### src/rtl/serl_parll_pack_if.sv
// Byte-in / word-out handshake bundle for the serial-to-parallel packer.
// The master modport is the environment side; the slave modport is the packer.
interface serl_parll_pack_if #(parameter int DEPTH = 4);
  localparam int CW = $clog2(DEPTH) + 1;

  logic          flush;
  logic          din_vld;
  logic [7:0]    din;
  logic          din_rdy;
  logic          dout_vld;
  logic [31:0]   dout;
  logic          dout_rdy;
  logic [1:0]    byte_cnt;
  logic [CW-1:0] count;
  logic          full;
  logic          empty;

  modport master (
    output flush, din_vld, din, dout_rdy,
    input  din_rdy, dout_vld, dout, byte_cnt, count, full, empty
  );

  modport slave (
    input  flush, din_vld, din, dout_rdy,
    output din_rdy, dout_vld, dout, byte_cnt, count, full, empty
  );
endinterface

### src/rtl/serl_parll_pack.sv
// Packs bytes MSB-first into 32-bit words and buffers them in a
// first-word-fall-through FIFO of DEPTH entries.
module serl_parll_pack #(
  parameter int DEPTH = 4
) (
  input  logic              clk,
  input  logic              rst,
  serl_parll_pack_if.slave  bus
);
  localparam int CW = $clog2(DEPTH) + 1;
  localparam int AW = $clog2(DEPTH);

  logic [31:0]   mem [DEPTH];
  logic [23:0]   asm_q;        // holds asm[31:8]; the 4th byte goes straight to the FIFO
  logic [1:0]    byte_cnt_q;
  logic [AW-1:0] wr_ptr;
  logic [AW-1:0] rd_ptr;
  logic [CW-1:0] count_q;

  logic full_w, empty_w, rdy_w, accept, push, pop;

  assign full_w  = (count_q == CW'(DEPTH));
  assign empty_w = (count_q == '0);
  // Only the 4th byte needs FIFO space, so earlier bytes keep flowing when full.
  assign rdy_w   = !((byte_cnt_q == 2'd3) && full_w);
  assign accept  = bus.din_vld && rdy_w && !bus.flush;
  assign push    = accept && (byte_cnt_q == 2'd3);
  assign pop     = !empty_w && bus.dout_rdy && !bus.flush;

  always_ff @(posedge clk or posedge rst) begin
    if (rst) begin
      asm_q      <= '0;
      byte_cnt_q <= '0;
      wr_ptr     <= '0;
      rd_ptr     <= '0;
      count_q    <= '0;
    end else if (bus.flush) begin
      asm_q      <= '0;
      byte_cnt_q <= '0;
      wr_ptr     <= '0;
      rd_ptr     <= '0;
      count_q    <= '0;
    end else begin
      if (accept) begin
        unique case (byte_cnt_q)
          2'd0:    asm_q[23:16] <= bus.din;
          2'd1:    asm_q[15:8]  <= bus.din;
          2'd2:    asm_q[7:0]   <= bus.din;
          default: ;
        endcase
        byte_cnt_q <= byte_cnt_q + 2'd1;
      end
      if (push) wr_ptr <= wr_ptr + AW'(1);
      if (pop)  rd_ptr <= rd_ptr + AW'(1);
      if (push && !pop)      count_q <= count_q + CW'(1);
      else if (pop && !push) count_q <= count_q - CW'(1);
    end
  end

  always_ff @(posedge clk) begin
    if (push) mem[wr_ptr] <= {asm_q, bus.din};
  end

  assign bus.din_rdy  = rdy_w;
  assign bus.dout_vld = !empty_w;
  assign bus.dout     = empty_w ? '0 : mem[rd_ptr];
  assign bus.byte_cnt = byte_cnt_q;
  assign bus.count    = count_q;
  assign bus.full     = full_w;
  assign bus.empty    = empty_w;
endmodule

### src/flat_wrapper.sv
// flat-port wrapper written by rule: the top's interface ports become plain ports
module serl_parll_pack_flat 
#(
  parameter int DEPTH = 4
)
  (clk, rst, bus_flush, bus_din_vld, bus_din, bus_dout_rdy, bus_din_rdy, bus_dout_vld, bus_dout, bus_byte_cnt, bus_count, bus_full, bus_empty);
  serl_parll_pack_if #(.DEPTH(DEPTH)) bus_i ();
  input  logic clk;
  input  logic rst;
  input wire logic [$bits(bus_i.flush)-1:0] bus_flush;
  input wire logic [$bits(bus_i.din_vld)-1:0] bus_din_vld;
  input wire logic [$bits(bus_i.din)-1:0] bus_din;
  input wire logic [$bits(bus_i.dout_rdy)-1:0] bus_dout_rdy;
  output wire logic [$bits(bus_i.din_rdy)-1:0] bus_din_rdy;
  output wire logic [$bits(bus_i.dout_vld)-1:0] bus_dout_vld;
  output wire logic [$bits(bus_i.dout)-1:0] bus_dout;
  output wire logic [$bits(bus_i.byte_cnt)-1:0] bus_byte_cnt;
  output wire logic [$bits(bus_i.count)-1:0] bus_count;
  output wire logic [$bits(bus_i.full)-1:0] bus_full;
  output wire logic [$bits(bus_i.empty)-1:0] bus_empty;
  assign bus_i.flush = bus_flush;
  assign bus_i.din_vld = bus_din_vld;
  assign bus_i.din = bus_din;
  assign bus_i.dout_rdy = bus_dout_rdy;
  assign bus_din_rdy = bus_i.din_rdy;
  assign bus_dout_vld = bus_i.dout_vld;
  assign bus_dout = bus_i.dout;
  assign bus_byte_cnt = bus_i.byte_cnt;
  assign bus_count = bus_i.count;
  assign bus_full = bus_i.full;
  assign bus_empty = bus_i.empty;
  serl_parll_pack #(.DEPTH(DEPTH)) u_core (.clk(clk), .rst(rst), .bus(bus_i));
endmodule
### config.mk
export PLATFORM = sky130hd
export DESIGN_NAME = serl_parll_pack_flat
export DESIGN_NICKNAME = d
export VERILOG_FILES = /design/src/rtl/serl_parll_pack_if.sv /design/src/rtl/serl_parll_pack.sv /design/src/flat_wrapper.sv
export SDC_FILE = /design/constraint.sdc
export NUM_CORES = 1
export LEC_CHECK = 0
export CORE_AREA = 2 2 117 119
export CTS_CLUSTER_SIZE = 12
export DETAILED_ROUTE_END_ITERATION = 12
export DIE_AREA = 0 0 119 121
export PLACE_DENSITY_LB_ADDON = 0.25
export SLEW_MARGIN = 20
export SYNTH_ARGS = -nofsm -noshare
export SYNTH_HDL_FRONTEND = slang
export SYNTH_SLANG_ARGS = --single-unit
### constraint.sdc
create_clock -name clk -period 2.2 [get_ports clk]
set_input_delay 0.44 -clock clk [delete_from_list [all_inputs] [get_ports clk]]
set_output_delay 0.44 -clock clk [all_outputs]
set_load 0.02 [all_outputs]
==> results_dict.tcl <==
set metrics [dict create \
    status "complete, but fails checks" \
    violations "setup timing" \
    reg2reg_slack_ns 0.11 \
    coreArea_mm2 0.0131 \
    path_depth 5 \
    r2r_cells 7 \
    die-width_um 119 \
    clk_latency_ns 0.42 \
    hp-class "input pin to async pin" \
    p_leak_nw 3.14 \
    setup_viol 32 \
    finalNetCount 488 \
    drc_errors 0 \
    crit_end "bus_dout[4]" \
    fin_area_mm2 0.00834 \
    grt_pass1_wl_um 20100 \
    timing.rr.start "u_core.bus.count[2]" \
    powerDensity_mw_per_mm2 774 \
    clock_sinks 161 \
    rsz0062_at_grt "yes" \
    muxShareOfSynthArea_pct 15.0 \
    drv_slew 0 \
    grt_max_degree 33 \
    clk_pin_slew_ns 0.06 \
    layout_commonest_cell "edfxtp_1" \
    drive_above_1_share_pct 37.2 \
    finalHoldViolCount 0 \
    critPathKind "flip-flop to output pin" \
    wl_um 12700 \
    peakVddDrop_uv 525 \
    cp_top_family "multiplexers" \
    crit_path_frequent_cell "buf_6" \
    synth_top_family_by_area "multiplexers" \
    final_cell_mix "edfxtp_1 (128), nand2_1 (36), buf_6 (33), mux4_2 (32), dfrtp_1 (32)" \
    cts-root-buf "clkbuf_16" \
    die_y_um 121 \
    num_io_pins 54 \
    crit_path_max_fanout 6 \
    synth_nets 405 \
    synth_cell_types 39 \
    dieArea_mm2 0.0144 \
    crit_chain "buf_6 > buf_12 > mux4_2 > and2_4 > buf_6" \
    placed_area_mm2 0.00759 \
    dp_cells 618 \
    dr.pass1.iters 4 \
    start_util_pct 50.8 \
    path_buf_inv 3 \
    synth_compound_gate_area_share_pct 1.83 \
    grt.overflow.total 0 \
    worst_ep_arrival_time_ns 1.91 \
    synth_adder_area_share_pct 1.81 \
    tns_ns -3.63 \
    htree_levels 4 \
    antenna_found_initial 0 \
    worstMarginPinSlew_ns 0.418 \
    start_kind "flip-flop" \
    cts_tree "built" \
    synth-xor-area-share_pct 0.263 \
    syn_area_per_cell_um2 17.4 \
    grt.total_usage_pct 19.2 \
    cp-end-kind "output pin" \
    relSlewSlack_pct 72.1 \
    layout_setup_ws_ns -0.146 \
    setup.worst_path.start "u_core.rd_ptr[0]" \
    ys_ff_latch 161 \
    worst_path_max_delay_cell "mux4_2" \
    vias_per_cell 5.38 \
    antenna_cells 0 \
    critPathMaxStageDelay_ns 0.50 \
    finalPower_w 0.00645 \
    synth_cells 383 \
    max_clock_freq_ghz 0.426 \
    cts_buffers 17 \
    ant_nets 0 \
    n_fill_cell 924 \
    syn_to_final_growth_pct 25.4 \
    yosys.area_share.simple_pct 8.15 \
    synth_seq_area_share_pct 70.2 \
    period_minus_slack_ns 2.35 \
    first_global_vias 3705 \
    wl_per_cell_um 19.3 \
    routed-via-count 3522 \
    skew_ns 0.00700 \
    synthesis.area_mm2 0.00665 \
    cap_violations 0 \
    synth_warnings 0 \
    dp_hpwl_um 7810 \
    r2r-end "u_core.bus.count[2]" \
    whs_ns 0.298 \
    post-route-period-util_pct 107 \
    layout.cells.non_filler 655 \
    port-buffer-count 53 \
    worstPathRequired_ns 1.76 \
    gp_congestion 0.827 \
    clk_path_buf_depth 2 \
    num_rows 42 \
    initialDrtViolationCount 270 \
]
how the worst min path moves through the flow:
stage,end,cells after the start
after CTS,u_core.wr_ptr[1],2
after global routing,u_core.wr_ptr[1],2
after floorplan,u_core.mem[0][10],0
after global placement,u_core.mem[3][22],0
after detailed placement,u_core.mem[1][22],0
final,u_core.wr_ptr[1],2
synthesized netlist by cell type:
library cell / count / area [um2]
a21bo_2: 1 / 10.0
a21oi_1: 2 / 10.0
and2_1: 33 / 206
and3_1: 6 / 37.5
and3b_1: 1 / 8.76
buf_1: 1 / 3.75
buf_2: 10 / 50.1
buf_4: 4 / 30.0
buf_6: 2 / 22.5
clkbuf_1: 9 / 33.8
clkinv_4: 1 / 8.76
dfrtp_1: 33 / 826
edfxtp_1: 128 / 3840
fa_1: 1 / 20.0
ha_1: 8 / 100
inv_1: 9 / 33.8
mux2_4: 1 / 15.0
mux2i_1: 26 / 260
mux4_2: 32 / 721
nand2_1: 36 / 135
nand3_1: 2 / 10.0
nand3_2: 2 / 20.0
nand3b_1: 1 / 7.51
nand4_1: 6 / 37.5
nand4bb_1: 1 / 11.3
nor2_1: 5 / 18.8
nor3_1: 2 / 10.0
nor3_2: 1 / 10.0
nor3b_1: 1 / 7.51
o2111ai_1: 1 / 8.76
o211a_1: 2 / 20.0
o21a_1: 1 / 7.51
o21ai_0: 3 / 15.0
o311ai_0: 3 / 26.3
o31ai_1: 2 / 15.0
o41ai_1: 1 / 8.76
or3_1: 2 / 12.5
or3b_1: 1 / 8.76
xor2_1: 2 / 17.5
flip-flops by register name (all words and copies together) (netlist names):
name / count
u_core.bus.count: 3
u_core.bus.byte_cnt: 2
u_core.wr_ptr: 2
u_core.mem: 128
u_core.rd_ptr: 2
u_core.asm_q: 24
report_power, final:
group / internal, W / switching, W / leakage [nW]
Sequential: 0.00331 / 0.0000345 / 1.63
Combinational: 0.000236 / 0.000235 / 1.27
Clock: 0.00144 / 0.00119 / 0.238
routing by layer:
layer  vias up  routed length [um]  global-route usage [%]
li1       1627                   -                       -
met1      1764                5310                    24.5
met2       106                6450                    31.0
met3        25                 612                    5.78
met4         0                 296                    7.81
met5         -                   0                       0
logic make-up (layout without fill, tap and decap cells):
logic type               count (synthesis)  count (layout)
flip-flops                             161             161
AND/OR/NAND/NOR                        100             100
multiplexers                            59              59
buffers and inverters                   36             132
AO/OA/AOI/OAI                           16              16
adder cells (fa/ha/maj)                  9               9
XOR/XNOR                                 2               2
final cells by class:
class	count	area, um2	area share (%)
clock buffer	17	425	5.10
clock inverter	15	113	1.35
inverter	10	42.5	0.510
multi-input combinational	186	1890	22.6
sequential	161	4670	56.0
tap	176	220	2.64
timing repair buffer	90	977	11.7
timing repair:
item                                    CTS  global route
resized for setup                       230            11
pin swaps                                10             7
gates cloned                              2             0
buffers inserted                          5             0
endpoints found under the setup margin   37            37
hold buffers                              0             0
endpoints found under the hold margin     0             0
metrics by stage:
step                utilization [%]  worst slack, ns
finish                         63.7           -0.146
detailed placement             58.0           -0.135
CTS                            63.6           -0.168
global placement               58.0           -0.125
global route                   63.7           -0.220
floorplan                         -           0.0105
No activity file was read; power rests on OpenSTA's default activity.
